--- src/rtl/fetch_stage_if.sv ---
// Bundle of fetch-stage signals: EX control, instruction-memory port and the IF/EX register.
// The master modport is the fetch stage; the slave modport is everything around it.
interface fetch_stage_if;
  logic        stall;
  logic        should_br;
  logic [31:0] br_target;
  logic        imem_req;
  logic [31:0] imem_addr;
  logic        imem_gnt;
  logic        imem_rvalid;
  logic [31:0] imem_rdata;
  logic        if_valid;
  logic [31:0] if_pc;
  logic [31:0] if_inst;

  modport master (
    input  stall, should_br, br_target, imem_gnt, imem_rvalid, imem_rdata,
    output imem_req, imem_addr, if_valid, if_pc, if_inst
  );

  modport slave (
    output stall, should_br, br_target, imem_gnt, imem_rvalid, imem_rdata,
    input  imem_req, imem_addr, if_valid, if_pc, if_inst
  );
endinterface

--- src/rtl/fetch_stage.sv ---
// Instruction fetch stage: one outstanding imem request, kill on redirect,
// a one-entry skid buffer for stalls, and a registered IF/EX output.
module fetch_stage #(
  parameter logic [31:0] RESET_PC = 32'h0000_2000,
  parameter logic [31:0] NOP_INST = 32'h0000_0013
) (
  input  logic          clk,
  input  logic          rst,
  fetch_stage_if.master bus
);

  typedef enum logic [1:0] {
    ST_ISSUE = 2'd0,
    ST_WAIT  = 2'd1,
    ST_HOLD  = 2'd2
  } state_t;

  state_t      r_state;
  logic        r_req;
  logic [31:0] r_pc;
  logic [31:0] r_req_pc;
  logic        r_kill;
  logic [31:0] r_skid_pc;
  logic [31:0] r_skid_inst;
  logic        r_if_valid;
  logic [31:0] r_if_pc;
  logic [31:0] r_if_inst;

  state_t      w_state_seq;
  state_t      w_state_nxt;
  logic [31:0] w_pc_seq;
  logic [31:0] w_pc_nxt;
  logic [31:0] w_req_pc_nxt;
  logic        w_kill_seq;
  logic        w_kill_nxt;
  logic [31:0] w_skid_pc_seq;
  logic [31:0] w_skid_inst_seq;
  logic [31:0] w_skid_pc_nxt;
  logic [31:0] w_skid_inst_nxt;
  logic        w_load;
  logic [31:0] w_load_pc;
  logic [31:0] w_load_inst;
  logic        w_if_valid_nxt;
  logic [31:0] w_if_pc_nxt;
  logic [31:0] w_if_inst_nxt;
  logic        w_req_nxt;
  logic        w_grant;
  logic [31:0] w_pc_inc;
  logic [31:0] w_br_pc;
  logic        w_unused_tgt;

  assign w_grant      = r_req & bus.imem_gnt;
  assign w_pc_inc     = r_req_pc + 32'd4;
  assign w_br_pc      = {bus.br_target[31:2], 2'b00};
  assign w_unused_tgt = ^bus.br_target[1:0];

  // Fetch sequencing without redirect: grant, response, stall capture, skid drain.
  always_comb begin
    w_state_seq     = r_state;
    w_pc_seq        = r_pc;
    w_req_pc_nxt    = r_req_pc;
    w_kill_seq      = r_kill;
    w_skid_pc_seq   = r_skid_pc;
    w_skid_inst_seq = r_skid_inst;
    w_load          = 1'b0;
    w_load_pc       = r_req_pc;
    w_load_inst     = bus.imem_rdata;
    case (r_state)
      ST_ISSUE: begin
        if (w_grant) begin
          w_state_seq  = ST_WAIT;
          w_req_pc_nxt = r_pc;
        end else begin
          w_state_seq  = ST_ISSUE;
        end
      end
      ST_WAIT: begin
        if (bus.imem_rvalid) begin
          if (r_kill) begin
            // PC already holds the redirect target; the response is stale.
            w_kill_seq  = 1'b0;
            w_state_seq = ST_ISSUE;
          end else if (!bus.stall) begin
            w_load      = 1'b1;
            w_pc_seq    = w_pc_inc;
            w_state_seq = ST_ISSUE;
          end else begin
            w_skid_pc_seq   = r_req_pc;
            w_skid_inst_seq = bus.imem_rdata;
            w_pc_seq        = w_pc_inc;
            w_state_seq     = ST_HOLD;
          end
        end else begin
          w_state_seq = ST_WAIT;
        end
      end
      ST_HOLD: begin
        if (!bus.stall) begin
          w_load      = 1'b1;
          w_load_pc   = r_skid_pc;
          w_load_inst = r_skid_inst;
          w_state_seq = ST_ISSUE;
        end else begin
          w_state_seq = ST_HOLD;
        end
      end
      default: begin
        w_state_seq = ST_ISSUE;
        w_kill_seq  = 1'b0;
      end
    endcase
  end

  // Redirect overrides every other event, including stall.
  always_comb begin
    w_state_nxt     = w_state_seq;
    w_pc_nxt        = w_pc_seq;
    w_kill_nxt      = w_kill_seq;
    w_skid_pc_nxt   = w_skid_pc_seq;
    w_skid_inst_nxt = w_skid_inst_seq;
    if (bus.should_br) begin
      w_pc_nxt        = w_br_pc;
      w_skid_pc_nxt   = 32'd0;
      w_skid_inst_nxt = 32'd0;
      case (r_state)
        ST_ISSUE: begin
          w_state_nxt = w_grant ? ST_WAIT : ST_ISSUE;
          w_kill_nxt  = w_grant;
        end
        ST_WAIT: begin
          w_state_nxt = bus.imem_rvalid ? ST_ISSUE : ST_WAIT;
          w_kill_nxt  = ~bus.imem_rvalid;
        end
        ST_HOLD: begin
          w_state_nxt = ST_ISSUE;
          w_kill_nxt  = 1'b0;
        end
        default: begin
          w_state_nxt = ST_ISSUE;
          w_kill_nxt  = 1'b0;
        end
      endcase
    end else begin
      w_state_nxt = w_state_seq;
      w_kill_nxt  = w_kill_seq;
    end
  end

  // IF/EX next value: bubble on redirect, load, bubble when free, else hold.
  always_comb begin
    w_if_valid_nxt = r_if_valid;
    w_if_pc_nxt    = r_if_pc;
    w_if_inst_nxt  = r_if_inst;
    if (bus.should_br) begin
      w_if_valid_nxt = 1'b0;
      w_if_inst_nxt  = NOP_INST;
    end else if (w_load) begin
      w_if_valid_nxt = 1'b1;
      w_if_pc_nxt    = w_load_pc;
      w_if_inst_nxt  = w_load_inst;
    end else if (!bus.stall) begin
      w_if_valid_nxt = 1'b0;
      w_if_inst_nxt  = NOP_INST;
    end else begin
      w_if_valid_nxt = r_if_valid;
    end
  end

  assign w_req_nxt = (w_state_nxt == ST_ISSUE);

  // State and datapath registers; reset abandons any outstanding request.
  always_ff @(posedge clk or negedge rst) begin
    if (!rst) begin
      r_state     <= ST_ISSUE;
      r_req       <= 1'b0;
      r_pc        <= RESET_PC;
      r_req_pc    <= 32'd0;
      r_kill      <= 1'b0;
      r_skid_pc   <= 32'd0;
      r_skid_inst <= 32'd0;
      r_if_valid  <= 1'b0;
      r_if_pc     <= 32'd0;
      r_if_inst   <= NOP_INST;
    end else begin
      r_state     <= w_state_nxt;
      r_req       <= w_req_nxt;
      r_pc        <= w_pc_nxt;
      r_req_pc    <= w_req_pc_nxt;
      r_kill      <= w_kill_nxt;
      r_skid_pc   <= w_skid_pc_nxt;
      r_skid_inst <= w_skid_inst_nxt;
      r_if_valid  <= w_if_valid_nxt;
      r_if_pc     <= w_if_pc_nxt;
      r_if_inst   <= w_if_inst_nxt;
    end
  end

  assign bus.imem_req  = r_req;
  assign bus.imem_addr = r_pc;
  assign bus.if_valid  = r_if_valid;
  assign bus.if_pc     = r_if_pc;
  assign bus.if_inst   = r_if_inst;

endmodule

--- src/flat_wrapper.sv ---
// flat-port wrapper written by rule: the top's interface ports become plain ports
module fetch_stage_flat 
#(
  parameter logic [31:0] RESET_PC = 32'h0000_2000,
  parameter logic [31:0] NOP_INST = 32'h0000_0013
)
  (clk, rst, bus_stall, bus_should_br, bus_br_target, bus_imem_gnt, bus_imem_rvalid, bus_imem_rdata, bus_imem_req, bus_imem_addr, bus_if_valid, bus_if_pc, bus_if_inst);
  fetch_stage_if bus_i ();
  input  logic clk;
  input  logic rst;
  input wire logic [$bits(bus_i.stall)-1:0] bus_stall;
  input wire logic [$bits(bus_i.should_br)-1:0] bus_should_br;
  input wire logic [$bits(bus_i.br_target)-1:0] bus_br_target;
  input wire logic [$bits(bus_i.imem_gnt)-1:0] bus_imem_gnt;
  input wire logic [$bits(bus_i.imem_rvalid)-1:0] bus_imem_rvalid;
  input wire logic [$bits(bus_i.imem_rdata)-1:0] bus_imem_rdata;
  output wire logic [$bits(bus_i.imem_req)-1:0] bus_imem_req;
  output wire logic [$bits(bus_i.imem_addr)-1:0] bus_imem_addr;
  output wire logic [$bits(bus_i.if_valid)-1:0] bus_if_valid;
  output wire logic [$bits(bus_i.if_pc)-1:0] bus_if_pc;
  output wire logic [$bits(bus_i.if_inst)-1:0] bus_if_inst;
  assign bus_i.stall = bus_stall;
  assign bus_i.should_br = bus_should_br;
  assign bus_i.br_target = bus_br_target;
  assign bus_i.imem_gnt = bus_imem_gnt;
  assign bus_i.imem_rvalid = bus_imem_rvalid;
  assign bus_i.imem_rdata = bus_imem_rdata;
  assign bus_imem_req = bus_i.imem_req;
  assign bus_imem_addr = bus_i.imem_addr;
  assign bus_if_valid = bus_i.if_valid;
  assign bus_if_pc = bus_i.if_pc;
  assign bus_if_inst = bus_i.if_inst;
  fetch_stage #(.RESET_PC(RESET_PC), .NOP_INST(NOP_INST)) u_core (.clk(clk), .rst(rst), .bus(bus_i));
endmodule
--- config.mk ---
export PLATFORM = sky130hd
export DESIGN_NAME = fetch_stage_flat
export DESIGN_NICKNAME = d
export VERILOG_FILES = /design/src/rtl/fetch_stage_if.sv /design/src/rtl/fetch_stage.sv /design/src/flat_wrapper.sv
export SDC_FILE = /design/constraint.sdc
export NUM_CORES = 1
export LEC_CHECK = 0
export CAP_MARGIN = 20
export CORE_UTILIZATION = 47
export DETAILED_ROUTE_END_ITERATION = 8
export GPL_TIMING_DRIVEN = 0
export PLACE_DENSITY = 0.79
export SLEW_MARGIN = 0
export SYNTH_ARGS = -nofsm -noshare
export SYNTH_HDL_FRONTEND = slang
export SYNTH_SLANG_ARGS = --single-unit
--- constraint.sdc ---
create_clock -name clk -period 2 [get_ports clk]
set_clock_uncertainty 0.15 [all_clocks]
set_input_delay 0.4 -clock clk [delete_from_list [all_inputs] [get_ports clk]]
set_output_delay 0.4 -clock clk [all_outputs]
set_load 0.005 [all_outputs]
==> run_results.csv <==
group,metric,value,unit
synthesis,synthCells,894,
final_layout,n_fill_cell,1493,
timing,rsz0062_at_grt,"true",
critical_path,end_kind,"register",
cts,root_buffer,"clkbuf_16",
synthesis,yosysTopAreaCell,"dfrtp_1",
synthesis,yosysWarnings,0,
global_route,grt_pass1_wl,37500,um
timing,maxSlewViolCount,0,
cts,htree_levels,4,
synthesis,synth-seq-cells,197,
floorplan,start_util,48.0,%
synthesis,avgSynthCellArea,10.1,um2
pwr,power.leakage,0.00546,uW
drt,wl,23400,um
timing,min_period,1.95,ns
critical_path,r2r_setup_slack,0.05,ns
timing,tightest_slew,0.677,ns
placed_design,gp_congestion,0.818,
synthesis,synth_area_leaders,"dfrtp_1, nand2_1, mux2i_1",
synthesis,synth_enable_flop_cells,0,
synthesis,synthArstFlopShare,100,%
critical_path,critPathLaunchType,"register",
cts,cts_buffers,17,
min_path,holdPathEnd,"u_core.bus.if_inst[24]",
placed_design,dp_slack,-1.05,ns
timing,setup_ws,0.0470,ns
synthesis,synth_nets,970,
critical_path,crit_fanout,11,
floorplan,die_area,19700,um2
cts,cts_sinks,197,
critical_path,r2r-start,"u_core.r_req_pc[2]",
cts,clk_latency,0.43,ns
critical_path,r2r_end,"u_core.bus.imem_addr[28]",
synthesis,synth_top_area_share,53.6,%
final_layout,syn2layout_area_growth,32.9,%
pwr,power_density,1050,nW/um2
floorplan,die_x,140,um
min_path,min_from,"u_core.bus.if_inst[24]",
synthesis,synth_area,9000,um2
global_route,overflow,0,
min_path,min_path_type,"reg -> reg",
critical_path,critPathKind,"reg -> reg",
final_layout,layout-drive-gt1-share,16.2,%
floorplan,coreArea,18800,um2
drt,drc,0,
pwr,peakVddDrop,0.683,mV
min_path,worstHoldPathCells,2,
critical_path,cp.required,2.14,ns
cts,cts_tree,"done",
global_route,grt_max_degree,113,
final_layout,fin_cells,1343,
timing,relSlewSlack,54.8,%
global_route,track_usage,24.5,%
critical_path,reg2regPathDepth,6,
placed_design,hpwlAfterDp,16000,um
synthesis,synthFlopType,"dfrtp_1",
floorplan,die_h,140,um
pwr,power.total,12600,uW
critical_path,critPathArrivalTime,2.09,ns
drt,drt_first_iter_violations,401,
timing,finalHoldViolCount,0,
drt,post_drt_wl_per_cell,17.4,um
timing,clock.fmax,512,MHz
floorplan,rows,50,
drt,vias,7172,
flow_run,cap_violations,0,
placed_design,io_buffer_count,165,
synthesis,yosys.cell_types.count,45,
drt,postRouteAntennaNets,0,
final_layout,antenna_cells,0,
placed_design,dp_cells,1294,
global_route,grt_pass1_vias,7164,
drt,viasPerCell,5.34,
floorplan,boundaryPins,168,
drt,first_pass_iters,4,
timing,setup_viol,0,
timing,finalCritPeriodShare,97.6,%
run_status,status,"completed",
global_route,antenna_found_initial,0,
cts,clock_path_buffers,2,
cts,path_clk_slew,0.07,ns
final_layout,finalNetCount,1172,
synthesis,ys_seq_area_share,54.8,%
-- worst max path at each step --
| stage | from | to | cells after the start |
|---|---|---|---|
| finish | u_core.r_req_pc[2] | u_core.bus.imem_addr[28] | 6 |
| global route | u_core.r_req_pc[2] | u_core.bus.imem_addr[31] | 7 |
| CTS | u_core.r_state[0] | u_core.r_req_pc[28] | 5 |
| detailed placement | bus_imem_rvalid | u_core.bus.if_pc[19] | 8 |
| global placement | rst | u_core.bus.if_pc[21] | 1 |
| floorplan | u_core.r_req_pc[2] | u_core.bus.imem_addr[30] | 7 |
-- final cells by class --
class                           count  area [um2]  area share (%)
Buffer                             60         438            3.66
Clock buffer                       18         439            3.67
Clock inverter                     14         149            1.24
Inverter                            7        26.3           0.220
Multi-Input combinational cell    627        3830            32.0
Sequential cell                   197        4940            41.3
Tap cell                          234         293            2.45
Timing Repair Buffer              186        1850            15.5
-- worst max-delay path, stage by stage (launching register included) --
cell and delay (ns):
dfrtp_2 0.41, ha_4 0.16, nand3_2 0.12, or2_4 0.35, nor4_4 0.33, xnor2_1 0.15
o221ai_1 0.13
-- metal layers --
metal | global-route usage (%) | vias up | share of wire [%]
met5 | 0 | - | 0
met4 | 8.16 | 0 | 1.4
met3 | 4.07 | 23 | 5.0
met2 | 40.5 | 175 | 49
met1 | 33.0 | 3538 | 45
li1 | - | 3436 | -
-- logic make-up after synthesis --
kind of cell / count (synthesis) / synth area share (%)
AND/OR/NAND/NOR: 324 / 16.1
flip-flops: 197 / 54.8
AO/OA/AOI/OAI: 171 / 10.7
multiplexers: 98 / 11.4
buffers and inverters: 70 / 3.50
XOR/XNOR: 28 / 2.72
adder cells (fa/ha/maj): 6 / 0.834
-- stage by stage --
| step | area [um2] | utilization [%] | setup TNS, ns | hold WS, ns |
|---|---|---|---|---|
| floorplan | 9000 | - | 0 | -0.0456 |
| global placement | 10900 | 58.3 | -1618.44 | 0.310 |
| detailed placement | 11000 | 58.5 | -109.14 | 0.289 |
| CTS | 11800 | 62.9 | -0.00159 | 0.335 |
| global route | 12000 | 63.8 | -0.0283 | 0.348 |
| finish | 12000 | 63.8 | 0 | 0.328 |
-- registers in the layout, indices dropped and copies added, names as in the netlist --
name and count:
u_core.r_skid_inst 32, u_core.bus.imem_req 1, u_core.r_kill 1, u_core.r_skid_pc 32, u_core.bus.imem_addr 32, u_core.r_req_pc 32, u_core.bus.if_inst 32, u_core.bus.if_pc 32
u_core.r_state 2, u_core.bus.if_valid 1
-- synth_stat cells (2+ instances only) --
cell and n:
clkbuf_1 35, nand4_1 2, nand3_1 8, buf_2 24
xnor2_1 21, mux2i_1 63, mux2_2 35, o21ai_0 69
nor2_1 23, nand2b_1 2, ha_1 6, nor4_2 3
nand2_1 254, xor2_1 7, or2_1 2, dfrtp_1 193
nor3_1 2, nor2b_1 4, a21oi_1 72, o31ai_1 4
nor3_2 7, dfstp_2 4, o22a_1 3, o221ai_1 18
buf_6 3, nor4_4 3, inv_1 7, and3_1 3
-- where the power goes --
| part | total [uW] | switching (uW) | internal [uW] |
|---|---|---|---|
| logic | 3510 | 1530 | 1980 |
| clock network | 3450 | 1560 | 1890 |
| registers | 5600 | 806 | 4800 |
-- layout by cell type (no fill, tap or decap), types with 3 or more instances in the layout --
| cell | instances |
|---|---|
| a21oi_1 | 70 |
| and3_1 | 3 |
| buf_2 | 5 |
| buf_4 | 19 |
| buf_6 | 17 |
| clkbuf_1 | 13 |
| clkbuf_16 | 18 |
| clkbuf_2 | 16 |
| clkbuf_4 | 6 |
| clkdlybuf4s50_1 | 160 |
| clkinv_2 | 3 |
| clkinvlp_4 | 4 |
| dfrtp_1 | 185 |
| dfrtp_2 | 8 |
| dfstp_2 | 4 |
| dlygate4sd2_1 | 4 |
| ha_1 | 4 |
| inv_1 | 6 |
| inv_6 | 4 |
| mux2_2 | 35 |
| mux2i_1 | 62 |
| nand2_1 | 253 |
| nand3_1 | 7 |
| nor2_1 | 22 |
| nor2b_1 | 4 |
| nor3_2 | 7 |
| nor4_4 | 5 |
| o21ai_0 | 68 |
| o221ai_1 | 18 |
| o22a_1 | 3 |
| o31ai_1 | 4 |
| xnor2_1 | 21 |
| xor2_1 | 7 |
-- timing repair --
| action | 4_1_cts | 5_1_grt |
|---|---|---|
| setup buffers | 13 | 5 |
| setup endpoints to repair | 188 | 164 |
| hold endpoints to repair | 81 | 0 |
| gates cloned | 0 | 1 |
| pin swaps | 7 | 7 |
| gates resized for setup | 58 | 54 |
| hold buffers | 1 | 0 |
Note: power is estimated with default switching activity, not from simulation.
